`src/rtl/hex_entry_display.sv`:
```
// Display side of the digit-entry interface: blinks the digit under entry, keeps user history,
// masks password digits and shows OPEN on grant. Outputs are registered and reflect inputs one clk later.
module hex_entry_display #(
  parameter int BLINK_HALF = 12500000
) (
  input  logic       clk,
  input  logic       rst,
  input  logic [3:0] state_for_decoder,
  input  logic [3:0] output_to_decoder,
  input  logic       access_valid,
  output logic [6:0] hex0,
  output logic [6:0] hex1,
  output logic [6:0] hex2,
  output logic [6:0] hex3
);

  localparam int CW = (BLINK_HALF > 1) ? $clog2(BLINK_HALF) : 1;
  localparam logic [CW-1:0] BLINK_LAST = CW'(BLINK_HALF - 1);

  localparam logic [3:0] CODE_IDLE  = 4'd0;
  localparam logic [3:0] CODE_USER0 = 4'd5;
  localparam logic [3:0] CODE_USER3 = 4'd8;
  localparam logic [3:0] CODE_PASS0 = 4'd9;
  localparam logic [3:0] CODE_PASS4 = 4'd13;

  localparam logic [6:0] SEG_BLANK = 7'h7F;
  localparam logic [6:0] SEG_DASH  = 7'h3F;
  localparam logic [6:0] SEG_UNDER = 7'h77;
  localparam logic [6:0] SEG_P     = 7'h0C;
  localparam logic [6:0] SEG_E     = 7'h06;
  localparam logic [6:0] SEG_N     = 7'h2B;
  localparam logic [6:0] SEG_O     = 7'h40;

  function automatic logic [6:0] hex_seg(input logic [3:0] d);
    case (d)
      4'h0: hex_seg = 7'h40;  4'h1: hex_seg = 7'h79;
      4'h2: hex_seg = 7'h24;  4'h3: hex_seg = 7'h30;
      4'h4: hex_seg = 7'h19;  4'h5: hex_seg = 7'h12;
      4'h6: hex_seg = 7'h02;  4'h7: hex_seg = 7'h78;
      4'h8: hex_seg = 7'h00;  4'h9: hex_seg = 7'h10;
      4'hA: hex_seg = 7'h08;  4'hB: hex_seg = 7'h03;
      4'hC: hex_seg = 7'h46;  4'hD: hex_seg = 7'h21;
      4'hE: hex_seg = 7'h06;  default: hex_seg = 7'h0E;
    endcase
  endfunction

  logic [3:0][3:0] hist, hist_n;
  logic [3:0]      hist_vld, hist_vld_n;
  logic [2:0]      pass_count, pass_n;
  logic [3:0]      prev_code;
  logic [CW-1:0]   blink_cnt, blink_cnt_n;
  logic            blink_on, blink_on_n;
  logic            changed;
  logic [1:0]      user_idx;
  logic [6:0]      live_seg;
  logic [3:0][6:0] disp;

  // Next-state values feed the display so a captured digit, a new pass count
  // and a restarted blink all appear on the same edge as the new index.
  always_comb begin
    changed    = (state_for_decoder != prev_code);
    hist_n     = hist;
    hist_vld_n = hist_vld;
    pass_n     = pass_count;
    if (changed) begin
      if (state_for_decoder == CODE_USER0) begin
        hist_n     = '0;
        hist_vld_n = '0;
        pass_n     = '0;
      end else if (state_for_decoder > CODE_USER0 && state_for_decoder <= CODE_USER3 &&
                   prev_code == state_for_decoder - 4'd1) begin
        hist_n[2'(state_for_decoder - 4'd6)]     = output_to_decoder;
        hist_vld_n[2'(state_for_decoder - 4'd6)] = 1'b1;
      end else if (state_for_decoder == CODE_PASS0) begin
        pass_n = '0;
      end else if (state_for_decoder > CODE_PASS0 && state_for_decoder <= CODE_PASS4 &&
                   prev_code == state_for_decoder - 4'd1) begin
        pass_n = pass_count + 3'd1;
      end
    end
  end

  always_comb begin
    if (changed) begin
      blink_cnt_n = '0;
      blink_on_n  = 1'b1;
    end else if (blink_cnt == BLINK_LAST) begin
      blink_cnt_n = '0;
      blink_on_n  = ~blink_on;
    end else begin
      blink_cnt_n = blink_cnt + CW'(1);
      blink_on_n  = blink_on;
    end
  end

  // disp[k] drives hex k; user index j lands on display 3-j.
  always_comb begin
    disp     = {4{SEG_BLANK}};
    user_idx = 2'(state_for_decoder - CODE_USER0);
    live_seg = blink_on_n ? hex_seg(output_to_decoder) : SEG_BLANK;
    if (state_for_decoder == CODE_IDLE) begin
      if (access_valid) disp = {SEG_O, SEG_P, SEG_E, SEG_N};
    end else if (state_for_decoder >= CODE_USER0 && state_for_decoder <= CODE_USER3) begin
      for (int j = 0; j < 4; j++) begin
        if (j < int'(user_idx))
          disp[3-j] = hist_vld_n[j] ? hex_seg(hist_n[j]) : SEG_UNDER;
        else if (j == int'(user_idx))
          disp[3-j] = live_seg;
        else
          disp[3-j] = SEG_UNDER;
      end
    end else if (state_for_decoder >= CODE_PASS0 && state_for_decoder <= CODE_PASS4) begin
      disp[3] = SEG_P;
      disp[2] = hex_seg({1'b0, pass_n});
      disp[1] = (pass_n != 3'd0) ? SEG_DASH : SEG_BLANK;
      disp[0] = live_seg;
    end else begin
      disp[3] = SEG_E;
    end
  end

  always_ff @(posedge clk or posedge rst) begin
    if (rst) begin
      hist       <= '0;
      hist_vld   <= '0;
      pass_count <= '0;
      prev_code  <= '0;
      blink_cnt  <= '0;
      blink_on   <= 1'b1;
      hex0       <= SEG_BLANK;
      hex1       <= SEG_BLANK;
      hex2       <= SEG_BLANK;
      hex3       <= SEG_BLANK;
    end else begin
      hist       <= hist_n;
      hist_vld   <= hist_vld_n;
      pass_count <= pass_n;
      prev_code  <= state_for_decoder;
      blink_cnt  <= blink_cnt_n;
      blink_on   <= blink_on_n;
      hex0       <= disp[0];
      hex1       <= disp[1];
      hex2       <= disp[2];
      hex3       <= disp[3];
    end
  end

endmodule

```
`config.mk`:
```
export PLATFORM = sky130hd
export DESIGN_NAME = hex_entry_display
export DESIGN_NICKNAME = d
export VERILOG_FILES = /design/src/rtl/hex_entry_display.sv
export SDC_FILE = /design/constraint.sdc
export NUM_CORES = 1
export LEC_CHECK = 0
export BUFFER_PORTS_ARGS = -buffer_cell sky130_fd_sc_hd__buf_2
export CAP_MARGIN = 20
export CORE_MARGIN = 5
export CORE_UTILIZATION = 61
export CTS_BUF_LIST = sky130_fd_sc_hd__clkbuf_16
export CTS_CLUSTER_SIZE = 10
export DETAILED_ROUTE_END_ITERATION = 10
export PLACE_DENSITY = 0.92
export RECOVER_POWER = 50
export SLEW_MARGIN = 40
export SYNTH_ARGS = -nofsm -noshare
export SYNTH_HDL_FRONTEND = slang
export SYNTH_SLANG_ARGS = --single-unit
```
`constraint.sdc`:
```
create_clock -name clk -period 3.3 [get_ports clk]
set_input_delay 0.33 -clock clk [delete_from_list [all_inputs] [get_ports clk]]
set_output_delay 0.33 -clock clk [all_outputs]
set_load 0.005 [all_outputs]
```
Word level (Yosys, flattened, before mapping)
Memory sizes are Yosys's and may differ from the RTL's.
Index checks and enable logic that the tools add are counted.

word-level totals
  output and inout port bits = 28
  bits in registers = 80
  memories = 5
  bits in read-only memories = 504

memory list
  name              words  width  read ports  clocked after memory_dff  wr ports  RTL line  RTL
  (name not given)  16     7      1           0                         0         35        case (d)
  (name not given)  16     7      1           0                         0         35
  (name not given)  16     7      1           0                         0         35
  (name not given)  16     7      1           0                         0         35
  (name not given)  8      7      1           0                         0         35

operators by class
  eq/ne operators = 8
  bitwise logic cells = 2
  add/sub/neg operators = 5
  reduce and logical (&&, ||, !) cells = 12
  magnitude comparators = 11
  muxes and demuxes = 37

operators with widths
  operator                                                                              count
  7-bit 2-to-1 mux                                                                      12
  28-bit 2-to-1 mux                                                                     2
  24-bit 2-to-1 mux                                                                     2
  16-bit 2-to-1 mux                                                                     2
  27-bit 2-to-1 mux                                                                     1
  24-bit by 1-bit adder with 24-bit output (second input constant)                      1
  24-bit == test (second input constant)                                                1
  21-bit 2-to-1 mux                                                                     1
  3-bit 2-to-1 mux                                                                      6
  16-bit bitwise mux                                                                    1
  4-bit 2-to-1 mux                                                                      4
  12-bit 2-to-1 mux                                                                     1
  4-bit demux with 2-bit select                                                         1
  4-bit less-or-equal comparator (second input constant)                                2
  1-bit logical AND                                                                     7
  2-bit == test (first input constant)                                                  2
  4-bit by 3-bit == test with 1-bit output (second input constant)                      1
  4-bit == test                                                                         1
  4-bit == test (second input constant)                                                 1
  4-bit by 3-bit greater-or-equal comparator with 1-bit output (second input constant)  1
  4-bit greater-or-equal comparator (second input constant)                             1
  4-bit by 3-bit > comparator with 1-bit output (second input constant)                 1
  4-bit > comparator (second input constant)                                            1
  4-bit zero test                                                                       1
  other kinds (18)                                                                      21

Depth between registers and ports, before layout
Gate-level depths: netlist of run 1.
An unclocked memory read counts as a cell.

  word-level depth = 14
  gate-level depth with buffers = 16
  gate-level depth less buffers = 13

Least setup slack after synthesis of run 1
OpenSTA, ideal clock, no wires.

  path kind = input to register
  start point = input state_for_decoder[0]
  end point = register hex2[4]
  stages = 16
  setup slack = 30 ps
  setup time = 81 ps
  buffers on the path = 3
  data arrival time = 3189 ps
  data required time = 3219 ps
  cells stage by stage = inv_1 ha_1 buf_2 xnor2_1 xnor2_1 or4_1 buf_4 buf_6 nor2_1 a21oi_1 or2_2 inv_1 ha_1 nand2_1 a211o_1 a211oi_2

RTL lines
  element                 RTL line  RTL
  start: declaration      8         input logic [3:0] state_for_decoder,
  end signal: assignment  143       hex2 <= disp[2];
  end: declaration        13        output logic [6:0] hex2,

==> flow_metrics.env, run 1 <==
export IMPL_synth_cells=570
export IMPL_slew_viol_final=50
export IMPL_r2r_end="hex1[3]$_DFF_PP1_"
export IMPL_cts_buffers=9
export IMPL_drc_errors=0
export IMPL_status="finished, violations left"
export IMPL_min_path_type="in -> reg"
export IMPL_switchingPower_w=0.000724
export IMPL_max_freq_mhz=315
export IMPL_dieWidth_um=102
export IMPL_maxSlewHeadroom=-0.469
export IMPL_overflow=0
export IMPL_grt_pass1_wl_um=23900
export IMPL_cts_resized=0
export IMPL_clk_latency_ps=340
export IMPL_cp_arrival_ps=3430
export IMPL_ys_ff_latch=75
export IMPL_holdBufCountCts=0
export IMPL_fin_util=0.736
export IMPL_place_area_sq_um=5800
export IMPL_place_hpwl_um=10900
export IMPL_cellInternalPower_w=0.00169
export IMPL_avgSynthCellArea_sq_um=9.15
export IMPL_period_share=0.962
export IMPL_clkTransAtPathRegs_ps=70
export IMPL_clock_sinks=75
export IMPL_cp_num_cells=14
export IMPL_drt_iter0_drc=402
export IMPL_ios=39
export IMPL_vias_per_cell=6.34
export IMPL_core_sq_um=8260
export IMPL_ys_seq_area_frac=0.367
export IMPL_power_leakage_nw=2.73
export IMPL_drive_above_1_share=0.236
export IMPL_drt_total_wl_um=15000
export IMPL_finClkSkew_ps=10.7
export IMPL_worst_slew_pin_slew_ps=2190
export IMPL_synth_ff_type="dfrtp_1"
export IMPL_final_hold_viol_count=0
export IMPL_holdWs_ps=299
export IMPL_p_per_area_nw_per_um2=397
export IMPL_grt_pass1_vias=4649
export IMPL_path_max_fanout=8
export IMPL_layout_nets=694
export IMPL_synthArstFlopShare=1.00
export IMPL_total_power_w=0.00241
export IMPL_antenna_cells=0
export IMPL_period_needed_ps=3170
export IMPL_setup_viol_count_final=0
export IMPL_syn_to_final_growth_pct=16.5
export IMPL_cap_violations=1
export IMPL_crit_top_cell="inv_1"
export IMPL_synth_edf_count=0
export IMPL_reg2reg_slack_ps=230
export IMPL_port_buffers=38
export IMPL_vias=4766
export IMPL_rows=33
export IMPL_required_ps=3560
export IMPL_postRouteAntennaNets=0
export IMPL_design_area_sq_um=6080
export IMPL_die_h_um=102
export IMPL_r2r_cells=12
export IMPL_violations="max-capacitance violations, max-slew violations"
export IMPL_cts_tree="done"
export IMPL_startpoint="state_for_decoder[1]"
export IMPL_critPathMaxStageDelay_ps=440
export IMPL_p_seq_frac=0.421
export IMPL_tns_ps=0
export IMPL_crit_path_end_kind="flip-flop"
export IMPL_cts_setup_buffers=0
export IMPL_cpLargestDelayFamily="simple AND/OR/NAND/NOR gates"
export IMPL_ys_types=72
export IMPL_grt_antenna_before_repair=0
export IMPL_cts_max_path_buffers=2
export IMPL_worstReg2RegStart="prev_code[3]$_DFF_PP0_"
export IMPL_power_frac_clock=0.399
export IMPL_cpMaxStageDelayCell="nor4b_2"
export IMPL_netlist_area_sq_um=5220
export IMPL_grt_max_degree=50
export IMPL_p_sw_frac=0.300
export IMPL_synth_warnings=0
export IMPL_criticalPathCategory="in -> reg"
export IMPL_fill_cells=588
export IMPL_gp_congestion=1.09
export IMPL_track_usage=0.294
export IMPL_crit_chain="buf_2, clkbuf_1, nor4b_2, o211ai_1, buf_4, nor4b_4, mux2i_1, or2_2, inv_1, ha_1, inv_1, a21boi_0, o221ai_1, a21oi_1"
export IMPL_cts_htree_levels=3
export IMPL_critPathLaunchType="input pin"
export IMPL_irDropWorstVdd_mv=0.274
export IMPL_endpoint="hex1[3]$_DFF_PP1_"
export IMPL_drt_wirelength_per_cell_um=20.0
export IMPL_start_util=0.632
export IMPL_syn_nets=622
export IMPL_path_buf_inv=5
export IMPL_power_frac_comb=0.179
export IMPL_dr_pass1_iters=6
export IMPL_die_area_sq_um=10500
export IMPL_clockRootBuffer="clkbuf_16"
## placed cells by master (no fill, tap or decap), types with 5 or more instances in the layout
cell       count
nand2b_1       5
xnor2_1       16
mux2i_1       20
nor2b_1        5
a22oi_1        5
inv_1         27
a221oi_1       5
buf_4         44
dfrtp_1       46
ha_1          41
nand2_1       52
nand3_1       16
buf_2         30
clkbuf_1      11
and2_1         7
mux2_2         7
xor2_1        12
o211ai_1       8
dfstp_2       29
and3_1        12
a21o_1         8
a21oi_1       29
a211oi_1       5
o21ai_0       17
clkbuf_16      9
nor2_1        66
nor3_1        10
or2_2          8
or3_1          8
## area by class of cell
class | count | area, sq um | share of cell area
Clock inverter | 7 | 65.1 | 0.0107
Inverter | 28 | 106 | 0.0175
Multi-Input combinational cell | 442 | 3110 | 0.512
Sequential cell | 75 | 1910 | 0.315
Tap cell | 105 | 131 | 0.0216
Timing Repair Buffer | 86 | 526 | 0.0865
Clock buffer | 9 | 225 | 0.0371
## how the worst min path moves through the flow
| stage | cells after the start | slack (ps) | end | startpoint |
|---|---|---|---|---|
| after floorplan | 0 | 360 | prev_code[0]$_DFF_PP0_ | state_for_decoder[0] |
| after global placement | 1 | 470 | blink_cnt[0]$_DFF_PP0_ | blink_cnt[0]$_DFF_PP0_ |
| after detailed placement | 2 | 460 | pass_count[1]$_DFF_PP0_ | rst |
| after CTS | 2 | 90 | pass_count[1]$_DFF_PP0_ | rst |
| after global routing | 1 | 310 | prev_code[3]$_DFF_PP0_ | state_for_decoder[3] |
| final | 1 | 300 | prev_code[3]$_DFF_PP0_ | state_for_decoder[3] |
## sequential cells by signal, indices dropped and copies added (netlist names)
register,flops
blink_cnt,24
blink_on,1
hex0,7
hex1,7
hex2,7
hex3,7
hist,12
hist_vld,3
pass_count,3
prev_code,4
## power groups by stage
stage	combinational, W	sequential, W	clock [W]
2_1_floorplan	0.000250	0.00103	0
3_3_place_gp	0.000407	0.00103	0
4_1_cts	0.000424	0.00102	0.000970
6_report	0.000433	0.00102	0.000964
5_1_grt	0.000472	0.00102	0.00101
3_5_place_dp	0.000421	0.00103	0
## metal layers
layer  share of wire  GRT usage  up-vias
met5               0          0        -
met4           0.028     0.0959        0
met3           0.078     0.0573       37
met2            0.49      0.478      269
met1            0.40      0.393     2295
li1                -          -     2165
## cells in the mapped netlist (all sizes together) (5+ instances only)
cell,n,share of area
mux2i,22,0.045
a21o,8,0.012
buf,17,0.017
clkbuf,8,0.0058
ha,41,0.098
a21oi,30,0.030
nand3,16,0.015
nand2b,5,0.0060
nor3,10,0.0096
inv,28,0.020
a22oi,5,0.0072
a211oi,6,0.0096
o211ai,8,0.012
and3,12,0.014
dfrtp,46,0.22
xnor2,16,0.027
nor2,66,0.048
dfstp,29,0.15
mux2,9,0.020
xor2,14,0.025
or2,9,0.011
nor2b,5,0.0060
a221oi,5,0.0084
nand2,52,0.037
and2,7,0.0084
o21ai,18,0.017
or3,8,0.0096
## worst register-to-register path, stage by stage (launching register included)
cell and delay (ps):
dfrtp_1 410, xnor2_1 270, xnor2_1 150, buf_4 190
nor4b_4 370, mux2i_1 130, or2_2 330, inv_1 180
ha_1 240, inv_1 60, a21boi_0 270, o221ai_1 190
a21oi_1 200
## metrics by stage
| stage | instances | setup WS (ps) |
|---|---|---|
| 6_report | 752 | 126 |
| 2_1_floorplan | 570 | 29.9 |
| 3_3_place_gp | 736 | -28.1 |
| 3_5_place_dp | 736 | -104 |
| 4_1_cts | 752 | 124 |
| 5_1_grt | 752 | -63.5 |
## cells by family after synthesis
kind of cell / after synthesis / synth area share
compound gates: 123 / 0.166
xor+xnor: 30 / 0.0518
fa+ha+maj: 41 / 0.0984
buf+inv: 53 / 0.0427
flops: 75 / 0.367
mux: 31 / 0.0655
simple gates: 217 / 0.209
(Power assumes the default switching activity.)
==> inputs of run 2 (changes only) <==
==> constraint.sdc (replaced) <==
create_clock -name clk -period 3.3 [get_ports clk]
set_input_delay 0.33 -clock clk [delete_from_list [all_inputs] [get_ports clk]]
set_output_delay 0.33 -clock clk [all_outputs]
set_load 0.05 [all_outputs]
==> run 2 against run 1 <==
Sequential power about the same. Combinational power increased by 26%. Count of clock-buffer cells in the layout did not move. Global-route usage stayed put. Worst hold slack worse by 7.8 ps. Sequential share of layout area is essentially flat. The run still ends with max-capacitance violations, max-slew violations left. Worst setup slack improved by 11 ps. Total power up 4.7%. Critical path depth is 1 higher. Flip-flop and latch count did not move.
==> flow_metrics.env, run 2 (synthesis results as in run 1) <==
export IMPL_dieWidth_um=102
export IMPL_cts_htree_levels=3
export IMPL_place_hpwl_um=10900
export IMPL_cpMaxStageDelayCell="ha_1"
export IMPL_ios=39
export IMPL_grt_max_degree=50
export IMPL_drt_iter0_drc=413
export IMPL_clkTransAtPathRegs_ps=70
export IMPL_grt_pass1_vias=4649
export IMPL_path_max_fanout=5
export IMPL_layout_setup_ws_ps=136
export IMPL_p_sw_frac=0.332
export IMPL_cellInternalPower_w=0.00169
export IMPL_criticalPathCategory="in -> reg"
export IMPL_drt_wirelength_per_cell_um=19.9
export IMPL_fill_cells=590
export IMPL_postRouteAntennaNets=0
export IMPL_grt_pass1_wl_um=23900
export IMPL_critPathLaunchType="input pin"
export IMPL_cap_violations=1
export IMPL_die_h_um=102
export IMPL_antenna_cells=0
export IMPL_reg_top3="blink_cnt: 24 flops, hist: 12 flops"
export IMPL_cts_max_path_buffers=2
export IMPL_drc_errors=0
export IMPL_dr_pass1_iters=5
export IMPL_slew_viol_final=50
export IMPL_layout_nets=694
export IMPL_track_usage=0.294
export IMPL_final_hold_viol_count=0
export IMPL_power_leakage_nw=2.72
export IMPL_violations="max-capacitance violations, max-slew violations"
export IMPL_multi_input_area_sq_um=3110
export IMPL_clock_sinks=75
export IMPL_setup_viol_count_final=0
export IMPL_status="finished, violations left"
export IMPL_irDropWorstVdd_mv=0.274
export IMPL_grt_antenna_before_repair=0
export IMPL_die_area_sq_um=10500
export IMPL_switchingPower_w=0.000839
export IMPL_crit_chain="buf_2, inv_1, ha_1, xor2_2, o211ai_1, buf_4, nor4b_4, mux2i_1, or2_2, inv_1, ha_1, inv_1, a21boi_0, o221ai_1, a21oi_1"
export IMPL_vias_per_cell=6.33
export IMPL_reg2reg_slack_ps=220
export IMPL_maxSlewHeadroom=-0.461
export IMPL_layout_common_cells="nor2_1, nand2_1, dfrtp_1, buf_4, ha_1"
export IMPL_worst_slew_pin_slew_ps=2180
export IMPL_syn_to_final_growth_pct=16.4
export IMPL_top_register="blink_cnt"
export IMPL_holdBufCountCts=0
export IMPL_crit_top_cell="inv_1"
export IMPL_required_ps=3560
export IMPL_drive_above_1_share=0.230
export IMPL_crit_path_end_kind="flip-flop"
export IMPL_period_share=0.959
export IMPL_core_sq_um=8260
export IMPL_clockRootBuffer="clkbuf_16"
export IMPL_max_freq_mhz=316
export IMPL_drt_total_wl_um=15000
export IMPL_cts_tree="done"
export IMPL_pre_cts_ws_ps=-104
export IMPL_vias=4758
export IMPL_gp_congestion=1.09
export IMPL_cts_buffers=9
export IMPL_seqCellArea_sq_um=1910
export IMPL_placed_cells=736
export IMPL_critPathMaxStageDelay_ps=370
export IMPL_p_per_area_nw_per_um2=416
export IMPL_layout_commonest_cell="nor2_1"
export IMPL_power_frac_clock=0.381
export IMPL_power_frac_comb=0.216
export IMPL_clk_latency_ps=340
export IMPL_start_util=0.632
export IMPL_p_seq_frac=0.403
export IMPL_finClkSkew_ps=9.63
export IMPL_cp_arrival_ps=3420
export IMPL_min_path_type="in -> reg"
export IMPL_port_buffers=38
export IMPL_stdcell_count=752
export IMPL_period_needed_ps=3160
export IMPL_overflow=0
export IMPL_rows=33
export IMPL_largest_register_ff_count=24
-- run 2: final timing paths --
check,start,to,depth (start not counted)
max,state_for_decoder[0],hex1[3]$_DFF_PP1_,15
max in group asynchronous,rst,blink_cnt[5]$_DFF_PP0_,3
min reg2reg,blink_cnt[0]$_DFF_PP0_,blink_cnt[0]$_DFF_PP0_,1
min in group asynchronous,rst,pass_count[1]$_DFF_PP0_,2
max reg2reg,prev_code[3]$_DFF_PP0_,hex1[3]$_DFF_PP1_,12
min,state_for_decoder[3],prev_code[3]$_DFF_PP0_,1
-- run 2: metal layers --
layer	GRT usage	part of all wire
met1	0.393	0.41
met4	0.0959	0.028
met5	0	0
met2	0.478	0.49
met3	0.0573	0.073
-- run 2: layout make-up --
type                       count  share of cell area
multi-input combinational    442               0.512
timing repair buffer          86              0.0857
sequential                    75               0.315
clock buffer                   9              0.0371
tap                          105              0.0216
clock inverter                 7              0.0107
inverter                      28              0.0175
-- run 2: power by group through the flow --
stage               registers (W)  logic [W]  clock network, W
floorplan                 0.00115   0.000250                 0
global placement          0.00103   0.000523                 0
detailed placement        0.00103   0.000537                 0
CTS                       0.00102   0.000540          0.000970
global route              0.00102   0.000585           0.00101
finish                    0.00102   0.000546          0.000963
-- run 2: timing repair --
action / 4_1_cts / 5_1_grt
buffers inserted: 0 / 0
gates resized for setup: 0 / 2
setup endpoints to repair: 0 / 3
-- run 2: worst max-delay path: cells and delay by family --
| family | cells | cell delay (ps) |
|---|---|---|
| compound gates | 4 | 830 |
| simple gates | 2 | 650 |
| fa+ha+maj | 2 | 610 |
| xor+xnor | 1 | 230 |
| mux | 1 | 130 |
| buf+inv | 5 | 640 |
-- run 2: stage by stage --
stage                     utilization  hold slack [ps]  total power, W  TNS (ps)  area [sq um]
final                           0.735              292         0.00253         0          6070
after global routing            0.735              310         0.00262      -192          6070
after CTS                       0.737             92.4         0.00253         0          6090
after detailed placement        0.702              457         0.00157      -287          5800
after global placement          0.702              470         0.00155     -28.1          5790
after floorplan                     -              361         0.00140         0          5220
==> inputs of run 3 (changes only) <==
ABC_AREA = 1   (was unset)
==> run 3 against run 2 <==
The flow still finishes with violations (max-capacitance violations, max-slew violations). Cell area is 4.3% lower. Synthesized area is 0.46% higher. Flip-flop and latch count stayed put. Combinational power is 81% higher. Synthesized cell count is 27% higher. Largest power group unchanged.
==> flow_metrics.env, run 3 <==
export IMPL_synthArstFlopShare=1.00
export IMPL_start_util=0.631
export IMPL_cts_max_path_buffers=2
export IMPL_place_hpwl_um=10100
export IMPL_maxSlewHeadroom=-0.106
export IMPL_period_needed_ps=2930
export IMPL_synth_top_cell_area_share=0.220
export IMPL_syn_nets=775
export IMPL_r2r_end="hex2[3]$_DFF_PP1_"
export IMPL_die_h_um=103
export IMPL_criticalPathCategory="in -> reg"
export IMPL_tns_ps=0
export IMPL_synth_most_common_cell="nand2_1"
export IMPL_slew_viol_final=29
export IMPL_grt_pass1_vias=4782
export IMPL_drt_total_wl_um=13600
export IMPL_required_ps=3550
export IMPL_cpMaxStageDelayCell="ha_1"
export IMPL_synth_ff_type="dfrtp_1"
export IMPL_clock_sinks=75
export IMPL_drive_above_1_share=0.137
export IMPL_grt_max_degree=29
export IMPL_seqCellArea_sq_um=1910
export IMPL_die_area_sq_um=10500
export IMPL_synth_cells=723
export IMPL_vias=5064
export IMPL_port_buffers=38
export IMPL_power_leakage_nw=2.96
export IMPL_reg_top3="blink_cnt: 24 flops, hist: 12 flops"
export IMPL_netlist_area_sq_um=5240
export IMPL_cp_arrival_ps=3180
export IMPL_ys_types=40
export IMPL_cpLargestDelayFamily="simple AND/OR/NAND/NOR gates"
export IMPL_crit_chain="buf_2, inv_1, ha_1, xor2_1, nand3_1, nor2_4, nand2_1, nand2_1, nand2_1, nor2_1, inv_1, ha_1, inv_1, nand4_1, nand3_1, nand3_1, nand2_1, nand2_1, nand2_1, nand2_1"
export IMPL_top_register="blink_cnt"
export IMPL_total_power_w=0.00303
export IMPL_worst_slew_pin_slew_ps=1660
export IMPL_critPathLaunchType="input pin"
export IMPL_multi_input_area_sq_um=2820
export IMPL_rows=33
export IMPL_largest_register_ff_count=24
export IMPL_track_usage=0.273
export IMPL_dr_pass1_iters=7
export IMPL_drt_iter0_drc=583
export IMPL_ys_seq_area_frac=0.365
export IMPL_clk_latency_ps=340
export IMPL_status="finished, violations left"
export IMPL_critPathMaxStageDelay_ps=330
export IMPL_finClkSkew_ps=5.60
export IMPL_ios=39
export IMPL_ys_top_cells_by_area="dfrtp_1, dfstp_2, nand2_1"
export IMPL_overflow=0
export IMPL_layout_commonest_cell="nand2_1"
export IMPL_synth_edf_count=0
export IMPL_max_freq_mhz=342
export IMPL_fill_cells=648
export IMPL_postRouteAntennaNets=0
export IMPL_cts_htree_levels=3
export IMPL_min_path_type="in -> async"
export IMPL_crit_path_end_kind="flip-flop"
export IMPL_gp_congestion=1.03
export IMPL_path_buf_inv=4
export IMPL_synth_top_cell_by_area="dfrtp_1"
export IMPL_clkTransAtPathRegs_ps=60
export IMPL_layout_common_cells="nand2_1, inv_1, nand3_1, nor2_1, dfrtp_1"
export IMPL_worstReg2RegStart="prev_code[3]$_DFF_PP0_"
export IMPL_violations="max-capacitance violations, max-slew violations"
export IMPL_setup_viol_count_final=0
export IMPL_cts_tree="done"
export IMPL_irDropWorstVdd_mv=0.343
export IMPL_reg2reg_slack_ps=420
export IMPL_core_sq_um=8300
export IMPL_grt_antenna_before_repair=0
export IMPL_period_share=0.887
export IMPL_crit_top_cell="nand2_1"
export IMPL_layout_nets=818
export IMPL_p_per_area_nw_per_um2=522
export IMPL_synth_common_cells="nand2_1, inv_1, nand3_1, nor2_1, dfrtp_1"
export IMPL_drt_wirelength_per_cell_um=15.5
export IMPL_holdWs_ps=174
export IMPL_final_hold_viol_count=0
export IMPL_syn_to_final_growth_pct=10.8
export IMPL_synth_warnings=0
export IMPL_dieWidth_um=103
export IMPL_cap_violations=1
export IMPL_path_max_fanout=7
export IMPL_antenna_cells=0
export IMPL_grt_pass1_wl_um=22700
export IMPL_r2r_cells=15
export IMPL_cts_buffers=9
export IMPL_vias_per_cell=5.78
export IMPL_drc_errors=0
export IMPL_clockRootBuffer="clkbuf_16"
export IMPL_avgSynthCellArea_sq_um=7.25
export IMPL_rsz0062_at_grt="false"
export IMPL_fin_util=0.700
export IMPL_ys_ff_latch=75
-- run 3: cell types whose count changed in the layout (fill, tap and decap cells not counted), sizes merged, moves of 8 or more --
cell	before	now
mux2	9	0
buf	70	33
nand2	52	184
o21ai	18	33
xor2	14	4
mux2i	22	1
nand4	4	18
a21oi	30	44
or3	8	0
inv	32	109
nand3	16	94
and3	12	1
a21o	8	0
xnor2	16	2
-- run 3: metal layers --
layer,up-vias,track usage,wire [um]
met5,-,0,0
met4,0,0.0979,348
met3,47,0.0582,1150
met2,283,0.448,6550
met1,2316,0.356,5550
li1,2418,-,-
-- run 3: cell type report --
type                       instances  share of cell area
clock buffer                       9              0.0388
sequential                        75               0.329
timing repair buffer              47              0.0405
multi-input combinational        523               0.485
inverter                         110              0.0715
clock inverter                     7              0.0119
tap                              105              0.0226
-- run 3: repair_timing --
| action | 4_1_cts | 5_1_grt |
|---|---|---|
| resized for setup | 0 | 1 |
| endpoints found under the setup margin | 0 | 7 |
| setup buffers | 0 | 0 |
| hold endpoints to repair | 0 | 0 |
| hold buffers | 0 | 0 |
-- run 3: how the worst max path moves through the flow --
stage | start | to | slack, ps | cells after the start
3_5_place_dp | state_for_decoder[1] | hex2[0]$_DFF_PP1_ | 5 | 21
3_3_place_gp | state_for_decoder[0] | hex2[1]$_DFF_PP1_ | 200 | 18
5_1_grt | state_for_decoder[1] | hex2[0]$_DFF_PP1_ | 80 | 21
2_1_floorplan | state_for_decoder[1] | hex2[0]$_DFF_PP1_ | 590 | 20
4_1_cts | state_for_decoder[1] | hex2[0]$_DFF_PP1_ | 320 | 21
6_report | state_for_decoder[0] | hex2[0]$_DFF_PP1_ | 370 | 20
-- run 3: metrics by stage --
| step | instances | setup slack, ps | cell area (sq um) |
|---|---|---|---|
| 2_1_floorplan | 723 | 586 | 5240 |
| 3_3_place_gp | 860 | 197 | 5530 |
| 3_5_place_dp | 860 | 5.04 | 5530 |
| 4_1_cts | 876 | 318 | 5830 |
| 5_1_grt | 876 | 79.9 | 5810 |
| 6_report | 876 | 374 | 5810 |
-- run 3: where the power goes --
part	leakage (nW)	internal [W]	switching (W)
Sequential	0.925	0.00104	0.0000331
Clock	0.143	0.000582	0.000386
Combinational	1.89	0.000267	0.000719
Total	2.96	0.00189	0.00114
-- run 3: kinds of logic after synthesis --
logic type                 count (synthesis)  synth area share
DFF                                       75             0.365
buffers and inverters                    125            0.0974
and+or+nand+nor                          384             0.333
xor gates and xnor gates                   6            0.0115
AOI/OAI and AO/OA                         91            0.0929
muxes                                      1           0.00191
adders and majority gates                 41            0.0979
